### config.mk
export PLATFORM = sky130hd
export DESIGN_NAME = float_to_pif_pipe
export DESIGN_NICKNAME = d
export VERILOG_FILES = /design/src/rtl/float_to_pif_pipe.sv
export SDC_FILE = /design/constraint.sdc
export NUM_CORES = 1
export LEC_CHECK = 0
export ABC_AREA = 1
export CAP_MARGIN = 10
export CORE_AREA = 2 2 106 108
export DETAILED_ROUTE_END_ITERATION = 6
export DIE_AREA = 0 0 108 110
export PLACE_DENSITY = 0.7
export SYNTH_ARGS = -nofsm -noshare
export SYNTH_HDL_FRONTEND = slang
export SYNTH_SLANG_ARGS = --single-unit
### constraint.sdc
create_clock -name clk -period 3.86 [get_ports clk]
set_input_delay 1.158 -clock clk [delete_from_list [all_inputs] [get_ports clk]]
set_output_delay 1.158 -clock clk [all_outputs]
set_load 0.01 [all_outputs]
### src/rtl/float_to_pif_pipe.sv
// float_to_pif_pipe: two-stage handshaked IEEE-754 binary16/32/64 to PIF converter.
// S1 decodes, classifies and finds the leading one of the fraction; S2 normalises
// subnormals with a barrel shift and holds the output word until it is taken.
module float_to_pif_pipe #(
  parameter  int FSIZE     = 32,
  localparam int E         = (FSIZE == 16) ? 5 : (FSIZE == 64) ? 11 : 8,
  localparam int M         = FSIZE - 1 - E,
  localparam int PIF_EXP_W = E + 1,
  localparam int PIF_W     = 1 + PIF_EXP_W + M
) (
  input  logic             clk,
  input  logic             rst,
  input  logic             in_valid,
  output logic             in_ready,
  input  logic [FSIZE-1:0] in_bits,
  output logic             out_valid,
  input  logic             out_ready,
  output logic [PIF_W-1:0] out_pif,
  output logic             out_is_zero,
  output logic             out_is_inf,
  output logic             out_is_nan,
  output logic             out_was_sub
);

  localparam int BIAS        = (1 << (E - 1)) - 1;
  localparam int PW          = $clog2(M);
  localparam int SUB_OFF     = BIAS + M - 1;
  localparam int EXP_SPECIAL = 1 << (E - 1);

  if (!(FSIZE == 16 || FSIZE == 32 || FSIZE == 64)) begin : g_bad_fsize
    $error("float_to_pif_pipe: FSIZE must be 16, 32 or 64");
  end

  // Input field split
  logic                 sign_in;
  logic [E-1:0]         ef;
  logic [M-1:0]         f;
  logic                 ef_zero, ef_ones, f_zero;
  logic [PW-1:0]        lead;
  logic [PIF_EXP_W-1:0] dec_exp;

  assign sign_in = in_bits[FSIZE-1];
  assign ef      = in_bits[FSIZE-2 -: E];
  assign f       = in_bits[M-1:0];
  assign ef_zero = (ef == '0);
  assign ef_ones = &ef;
  assign f_zero  = (f == '0);

  // Stage state
  logic                 s1_valid;
  logic                 s1_sign;
  logic [PIF_EXP_W-1:0] s1_exp;
  logic [M-1:0]         s1_frac;
  logic [PW-1:0]        s1_lead;
  logic                 s1_zero, s1_inf, s1_nan, s1_sub;
  logic                 s1_adv, s2_adv;

  // A stage may take a new word when it is empty or its word is leaving this cycle
  assign s2_adv   = !out_valid || out_ready;
  assign s1_adv   = !s1_valid || s2_adv;
  assign in_ready = s1_adv;

  // Priority encoder: the highest set fraction bit wins
  always_comb begin
    lead = '0;
    for (int i = 0; i < M; i++) begin
      if (f[i]) lead = PW'(i);
    end
  end

  // Exponent for every class except subnormal, which S2 derives from the leading-one index
  always_comb begin
    if (ef_ones)      dec_exp = PIF_EXP_W'(EXP_SPECIAL);
    else if (ef_zero) dec_exp = '0;
    else              dec_exp = {1'b0, ef} - PIF_EXP_W'(BIAS);
  end

  // S1 register: capture the decoded word only on an accepting cycle
  always_ff @(posedge clk or posedge rst) begin
    if (rst) begin
      s1_valid <= 1'b0;
      s1_sign  <= 1'b0;
      s1_exp   <= '0;
      s1_frac  <= '0;
      s1_lead  <= '0;
      s1_zero  <= 1'b0;
      s1_inf   <= 1'b0;
      s1_nan   <= 1'b0;
      s1_sub   <= 1'b0;
    end else if (s1_adv) begin
      s1_valid <= in_valid;
      if (in_valid) begin
        s1_sign <= sign_in;
        s1_exp  <= dec_exp;
        s1_frac <= f;
        s1_lead <= lead;
        s1_zero <= ef_zero && f_zero;
        s1_sub  <= ef_zero && !f_zero;
        s1_inf  <= ef_ones && f_zero;
        s1_nan  <= ef_ones && !f_zero;
      end
    end
  end

  // Subnormal normalisation: shift the leading one out past the top, rebase the exponent
  logic [PW-1:0]        shamt;
  logic [M-1:0]         sub_frac;
  logic [PIF_EXP_W-1:0] sub_exp;

  assign shamt    = PW'(M - 1) - s1_lead;
  assign sub_frac = (s1_frac << 1) << shamt;
  assign sub_exp  = PIF_EXP_W'(s1_lead) - PIF_EXP_W'(SUB_OFF);

  // S2 output register: loads when it advances, otherwise holds the presented word
  always_ff @(posedge clk or posedge rst) begin
    if (rst) begin
      out_valid   <= 1'b0;
      out_pif     <= '0;
      out_is_zero <= 1'b0;
      out_is_inf  <= 1'b0;
      out_is_nan  <= 1'b0;
      out_was_sub <= 1'b0;
    end else if (s2_adv) begin
      out_valid <= s1_valid;
      if (s1_valid) begin
        out_pif     <= {s1_sign, (s1_sub ? sub_exp : s1_exp), (s1_sub ? sub_frac : s1_frac)};
        out_is_zero <= s1_zero;
        out_is_inf  <= s1_inf;
        out_is_nan  <= s1_nan;
        out_was_sub <= s1_sub;
      end
    end
  end

endmodule

# Word-level counts from Yosys, hierarchy flattened
# Index checks and enable logic that the tools add are counted.
# op_classes
add_sub_neg	3
n_shift	1
n_mux	26
reduce_logical	14
# ops
operator	n
2-to-1 mux 5 bit	20
2-to-1 mux 9 bit	3
logical NOT 23 bit	1
2-to-1 mux 23 bit	1
left shift 23 x 5 -> 23 bit	1
subtractor 5 x 8 -> 9 bit, second input constant	1
subtractor 8 x 7 -> 9 bit, second input constant	1
logical NOT 8 bit	1
AND reduction 8 bit	1
subtractor 5 bit, first input constant	1
logical AND 1 bit	4
AND reduction 2 bit	2
logical NOT 1 bit	3
logical OR 1 bit	2
2-to-1 mux 2 bit	1
2-to-1 mux 1 bit	1
# totals
ff_bits	81
in_bits	36
output_inout_bits	39
word_cells	59

# Logic depth before layout (Yosys ltp)
# Gate-level depths: netlist (run 1).
# depth
depth_word	22
ltp_mapped	23
mapped_depth_nobuf	23

# Least setup slack after synthesis (run 1)
# Ideal clock, no wire load.
# synth_timing
path_kind	input to output
from	input port out_ready
to	output port in_ready
arrival_time_ns	1.342
t_required_ns	2.702
slack_ns	1.360
cell_stages	2
path_buffers	0
cell_sequence	inv_1 -> nand3_1
# synth_between
elab_chain_len	2
# synth_lines
element	line	rtl
start, declared	17	input logic out_ready,
logical OR 1 bit	59	assign s2_adv = !out_valid || out_ready;
logical OR 1 bit	60	assign s1_adv = !s1_valid || s2_adv;
end, declared	14	output logic in_ready,
# No other way between the ends.

# Worst setup path in the final report (run 1)
# Same ends and word-level chain as after synthesis.

==> parameters.txt, run 1 <==
Parameter                              Value

Status
  Result of the run    finished, final reports clean

Synth
  Net count after synthesis    667
  Synthesized netlist cell count    627
  Post-Synthesis Mean Instance Area    7.48 sq um
  Count of different cell masters after synthesis    43
  Sequential fraction of the synthesis area    0.432
  Ys Warns    0
  Post-synthesis instance area    4690 sq um
  Count of state elements after synthesis    81

Clock tree
  Root buf cell    sky130_fd_sc_hd__clkbuf_8
  Number of sinks on the clock net    81
  Number of buffers inserted by hold repair at cts    0
  Clock-pin slew on the worst setup and hold paths    90 ps
  Maximum clock path buffer count    2
  Source-to-sink clock delay at the later pin of the worst-skew pair    360 ps
  Number of levels in the clock H-tree    3
  Post-CTS sizing    0
  Post-CTS Setup Inserts    0
  Clock tree from TritonCTS    yes
  CTS buffer count    9

Timing
  Pins Over Slew Limit    0
  Final Hold Violating Endpoints    0
  Final setup vio count    0
  Final setup skew    9.21 ps
  Period utilisation layout    0.904
  Setup_tns    0 ps
  Setup repair after global routing missed its margin    no
  F_max    287 MHz
  Worst Max-Slew Pin Slew    798 ps
  Max-slew headroom at the worst pin    0.467
  Post-route minimum period    3490 ps

Global route
  Antenna violations before repair    0
  Overall global routing resource usage    0.224
  Aggregate global routing overflow    0
  Number of global-route vias before repair    4140
  Pin count of the biggest net entering global routing    52
  First-pass GRT wire length    20600 um

Detailed routing
  Post-detailed-route DRC marker count    0
  Number of vias in the routed layout    4354
  DRT Wirelength    12500 um
  Routed WL per cell    15.0 um
  Post-route ant nets    0
  Drt first pass iters    4
  Vias/cell    5.22
  DRC violation total after the first TritonRoute iteration    270

Power
  Internal Pwr Total    1.87 mW
  Largest vdd supply drop    0.210 mV
  Proportion of power drawn by combinational gates    0.377
  Total net switching power    1.10 mW
  Fraction of power consumed by sequential logic    0.385
  Part of the power in the clock network    0.237
  Leak    2.64 nW
  Share of total power consumed by net switching    0.369
  Pwr/cell area    516 nW/um^2

Layout
  Final standard cell utilization of the core    0.538
  Area added between synthesis and finish    22.7%
  Total inserted antenna cells    0
  Fraction of final layout cells with drive strength greater than 1    0.0749
  FILL cells    1057
  Commonest non-fill, non-tap cell in the layout    sky130_fd_sc_hd__nand2_1
  Nets    729
  Highest-count cells in the layout ignoring fill and taps    sky130_fd_sc_hd__nand2_1 (172), sky130_fd_sc_hd__dfrtp_1 (81), sky130_fd_sc_hd__clkdlybuf4s50_1 (74)

Worst setup path
  Class of the most critical setup path    in2out
  Number of cell instances on the worst register-to-register path    10
  Worst endpoint required time    2700 ps
  Element type at the critical path end    output pin
  Highest cell delay on the worst timing path    560 ps
  Critical-path cell list    clkdlybuf4s50_1 -> inv_1 -> nand3_1 -> clkdlybuf4s50_1
  Critical path peak fanout    3
  Crit. Startpoint    out_ready
  Crit path arrival time    2330 ps
  Critical path launch point type    input pin
  Worst-case register-to-register setup slack    1110 ps
  Most used cell, CP    sky130_fd_sc_hd__clkdlybuf4s50_1
  Reg2reg end    out_pif[21]
  Reg2reg start    s1_lead[1]
  CP max stage cell    sky130_fd_sc_hd__clkdlybuf4s50_1
  Capture point of the critical path    in_ready

Die
  Core Footprint    10700 sq um
  DIE HEIGHT    110 um
  Initial Utilization    0.438
  Number of top-level pins    75
  Area enclosed by the die boundary    11900 sq um
  Total number of placement rows    38
  Die outline width    108 um

Worst hold path
  Classification of the worst-slack hold path    reg2reg
  Beginning of the worst hold path    s1_sign

Placement
  Number of buffers inserted by port buffering    74
  Dpl hpwl    9570 um
  RePlAce Congestion    0.930

Job
  Count of maximum capacitance violations    0
-- logic make-up (layout without fill, tap and decap cells) --
group           Yosys count  after routing  share of synthesized area
simple gates            250            250                      0.219
compound gates          163            163                      0.197
buf+inv                 113            180                     0.0977
flops                    81             81                      0.432
mux                      12             12                     0.0256
fa+ha+maj                 4              4                     0.0107
xor+xnor                  4              4                     0.0171
-- critical path: cells and delay by family --
kind | cells | cell delay [ps]
buffers and inverters | 3 | 1070
AND/OR/NAND/NOR | 1 | 110
-- worst min-delay path by stage --
stage,cells past startpoint,slack (ps),end
after floorplan,2,440,out_pif[32]
after global placement,2,460,out_pif[32]
after detailed placement,2,460,out_pif[32]
after CTS,2,480,out_pif[32]
after global routing,2,520,out_pif[14]
final,2,470,out_pif[32]
-- cells in the mapped netlist --
master	count	area (sq um)
sky130_fd_sc_hd__ha_1	4	50.1
sky130_fd_sc_hd__o31ai_1	1	7.51
sky130_fd_sc_hd__a31oi_1	6	37.5
sky130_fd_sc_hd__xor2_2	1	16.3
sky130_fd_sc_hd__and3_1	1	6.26
sky130_fd_sc_hd__nor2_2	1	6.26
sky130_fd_sc_hd__mux2i_1	12	120
sky130_fd_sc_hd__nor2_4	2	22.5
sky130_fd_sc_hd__nand3_1	13	65.1
sky130_fd_sc_hd__inv_1	66	248
sky130_fd_sc_hd__o21ai_1	43	215
sky130_fd_sc_hd__or2_1	1	6.26
sky130_fd_sc_hd__o311ai_0	1	8.76
sky130_fd_sc_hd__inv_2	15	56.3
sky130_fd_sc_hd__a221oi_1	1	8.76
sky130_fd_sc_hd__inv_4	2	12.5
sky130_fd_sc_hd__o21ai_0	50	250
sky130_fd_sc_hd__a21oi_1	30	150
sky130_fd_sc_hd__nor4_1	3	18.8
sky130_fd_sc_hd__a211oi_1	1	7.51
sky130_fd_sc_hd__xnor2_1	1	8.76
sky130_fd_sc_hd__nor2_1	43	161
sky130_fd_sc_hd__xor2_4	2	55.1
sky130_fd_sc_hd__clkbuf_1	16	60.1
sky130_fd_sc_hd__o22ai_1	8	50.1
sky130_fd_sc_hd__o21a_1	1	7.51
sky130_fd_sc_hd__o2bb2ai_1	1	8.76
sky130_fd_sc_hd__buf_6	1	11.3
sky130_fd_sc_hd__nand3_2	1	10.0
sky130_fd_sc_hd__o221ai_1	5	43.8
sky130_fd_sc_hd__o221ai_2	2	30.0
sky130_fd_sc_hd__nand2_2	1	6.26
sky130_fd_sc_hd__buf_2	8	40.0
sky130_fd_sc_hd__buf_4	3	22.5
sky130_fd_sc_hd__nand2_1	172	646
sky130_fd_sc_hd__buf_1	2	7.51
sky130_fd_sc_hd__dfrtp_1	81	2030
sky130_fd_sc_hd__o211ai_1	7	52.6
sky130_fd_sc_hd__a22oi_1	5	37.5
sky130_fd_sc_hd__nand4_1	3	18.8
sky130_fd_sc_hd__a32o_1	1	10.0
sky130_fd_sc_hd__nor2_8	1	20.0
sky130_fd_sc_hd__nor3_1	8	40.0
-- routing by layer --
layer | share of wire | track usage | up-vias
met5 | 0 | 0 | -
met4 | 0.010 | 0.0614 | 0
met3 | 0.048 | 0.0329 | 11
met2 | 0.44 | 0.341 | 123
met1 | 0.50 | 0.333 | 2038
li1 | - | - | 2182
-- cell type report --
type	count	area, sq um	area share
Multi-Input combinational cell	433	2200	0.383
Sequential cell	81	2030	0.352
Clock buffer	9	124	0.0215
Tap cell	140	175	0.0305
Timing Repair Buffer	81	806	0.140
Clock inverter	7	100	0.0174
Inverter	83	317	0.0550
-- metrics by stage --
stage | hold slack (ps) | instance area, sq um | worst slack [ps] | total power [mW] | cells
final | 473 | 5750 | 371 | 2.97 | 834
after detailed placement | 457 | 5530 | 366 | 2.28 | 818
after CTS | 480 | 5750 | 362 | 2.98 | 834
after floorplan | 442 | 4690 | 622 | 1.81 | 627
after global placement | 455 | 5530 | 366 | 2.27 | 818
after global routing | 520 | 5750 | 333 | 3.17 | 834
-- registers in the layout, indices dropped and copies added (netlist names) --
register     count
s1_zero          1
s1_inf           1
s1_valid         1
out_is_zero      1
out_pif         33
out_was_sub      1
s1_sign          1
out_is_inf       1
out_valid        1
s1_frac         23
s1_exp           9
s1_lead          5
out_is_nan       1
s1_nan           1
s1_sub           1
-- power groups by stage --
stage,clock network [mW],logic (mW),registers [mW]
2_1_floorplan,0,0.630,1.18
3_3_place_gp,0,1.11,1.16
3_5_place_dp,0,1.12,1.16
4_1_cts,0.718,1.12,1.14
5_1_grt,0.754,1.25,1.17
6_report,0.705,1.12,1.14
Note: power is estimated with default switching activity, not from simulation.
==> run 2: changes to the inputs <==
CORE_AREA = 2 2 76 150   (was 2 2 106 108)
DIE_AREA = 0 0 78 152   (was 0 0 108 110)
==> parameters.txt, run 2 (synthesis gave the netlist of run 1 again) <==
Parameter                              Value

Die
  Total number of placement rows    54
  Number of top-level pins    75
  DIE HEIGHT    152 um
  Die outline width    78 um
  Initial Utilization    0.434
  Core Footprint    10800 sq um
  Area enclosed by the die boundary    11900 sq um

Placement
  Worst slack at placement    378 ps
  Number of buffers inserted by port buffering    74
  Dpl hpwl    11100 um
  RePlAce Congestion    0.918

Global route
  Pin count of the biggest net entering global routing    58
  Antenna violations before repair    0
  Aggregate global routing overflow    0
  Overall global routing resource usage    0.254
  First-pass GRT wire length    23100 um
  Number of global-route vias before repair    4393

Worst hold path
  Beginning of the worst hold path    s1_sign
  Classification of the worst-slack hold path    reg2reg

Worst setup path
  Element type at the critical path end    output pin
  Class of the most critical setup path    in2out
  Critical path launch point type    input pin
  Crit. Startpoint    out_ready
  Worst endpoint required time    2700 ps
  Reg2reg start    s1_lead[1]
  Critical path peak fanout    3
  Crit path arrival time    2330 ps

Timing
  Max-slew headroom at the worst pin    0.515
  Hold slack final    479 ps
  Worst Max-Slew Pin Slew    728 ps
  Setup_tns    0 ps
  Fin worst setup slack    377 ps
  Final Hold Violating Endpoints    0
  Setup repair after global routing missed its margin    no
  Final setup skew    7.74 ps
  Period utilisation layout    0.902
  Pins Over Slew Limit    0
  F_max    287 MHz
  Final setup vio count    0
  Post-route minimum period    3480 ps

Detailed routing
  DRC violation total after the first TritonRoute iteration    239
  DRT Wirelength    14300 um
  Number of vias in the routed layout    4409
  Routed WL per cell    17.1 um
  Drt first pass iters    5
  Vias/cell    5.27
  Post-route ant nets    0
  Post-detailed-route DRC marker count    0

Layout
  Fraction of final layout cells with drive strength greater than 1    0.0776
  Area added between synthesis and finish    25.2%
  Nets    731
  FILL cells    1080
  Total inserted antenna cells    0
  Area of the multi-input gates    2200 sq um
  Commonest non-fill, non-tap cell in the layout    sky130_fd_sc_hd__nand2_1
  Most flop-heavy register    out_pif
  Highest-count cells in the layout ignoring fill and taps    sky130_fd_sc_hd__nand2_1 (172), sky130_fd_sc_hd__dfrtp_1 (81), sky130_fd_sc_hd__clkdlybuf4s50_1 (74)
  Flip-flop count of the largest register after layout    33
  Area occupied by registers    2030 sq um
  Largest registers    out_pif x33, s1_frac x23, s1_exp x9

Clock tree
  CTS buffer count    9
  Number of buffers inserted by hold repair at cts    0
  Clock-pin slew on the worst setup and hold paths    70 ps
  Number of levels in the clock H-tree    3
  Number of sinks on the clock net    81
  Clock tree from TritonCTS    yes
  Post-CTS sizing    0
  Root buf cell    sky130_fd_sc_hd__clkbuf_16
  Post-CTS Setup Inserts    0
  Maximum clock path buffer count    2
  Source-to-sink clock delay at the later pin of the worst-skew pair    350 ps

Power
  Pwr Total    3.26 mW
  Largest vdd supply drop    0.320 mV
  Leak    2.69 nW
  Pwr/cell area    555 nW/um^2

Job
  Count of maximum capacitance violations    0

Status
  Result of the run    finished, final reports clean
run 2: routing by layer:
layer,vias to the layer above,track usage,routed length (um)
met3,36,0.0380,361
met1,2087,0.251,4980
met2,98,0.493,8280
met4,0,0.125,652
li1,2188,-,-
met5,-,0,0
run 2: power by group:
part | internal [mW] | switching, mW
Combinational | 0.488 | 0.667
Clock | 0.573 | 0.370
Sequential | 1.02 | 0.138
run 2: critical path: stages:
cell                              delay, ps
sky130_fd_sc_hd__clkdlybuf4s50_1        450
sky130_fd_sc_hd__inv_1                   40
sky130_fd_sc_hd__nand3_1                100
sky130_fd_sc_hd__clkdlybuf4s50_1        560
run 2: path summary, 6_finish.rpt:
| path | endpoint | slack [ps] | cells past startpoint |
|---|---|---|---|
| max | in_ready | 380 | 4 |
| min | out_pif[32] | 480 | 2 |
| max reg2reg | out_pif[17] | 1160 | 9 |
| min reg2reg | out_pif[32] | 480 | 2 |
| max in group asynchronous | out_pif[9] | 2040 | 3 |
| min in group asynchronous | s1_frac[20] | 1150 | 2 |
run 2: area by class of cell:
class,instances,share of cell area
Clock inverter,7,0.0175
Inverter,83,0.0541
Timing Repair Buffer,83,0.140
Clock buffer,9,0.0384
Tap cell,140,0.0298
Multi-Input combinational cell,433,0.375
Sequential cell,81,0.345
run 2: through the flow:
stage / util / instance area, sq um / std cells
floorplan: - / 4690 / 627
global placement: 0.513 / 5540 / 820
detailed placement: 0.513 / 5540 / 820
CTS: 0.543 / 5870 / 836
global route: 0.543 / 5870 / 836
finish: 0.543 / 5870 / 836
==> run 3: changes to the inputs <==
TNS_END_PERCENT = 50   (was default)
==> results of run 3 <==
Final layout, timing and power as in run 2 (identical DEF).
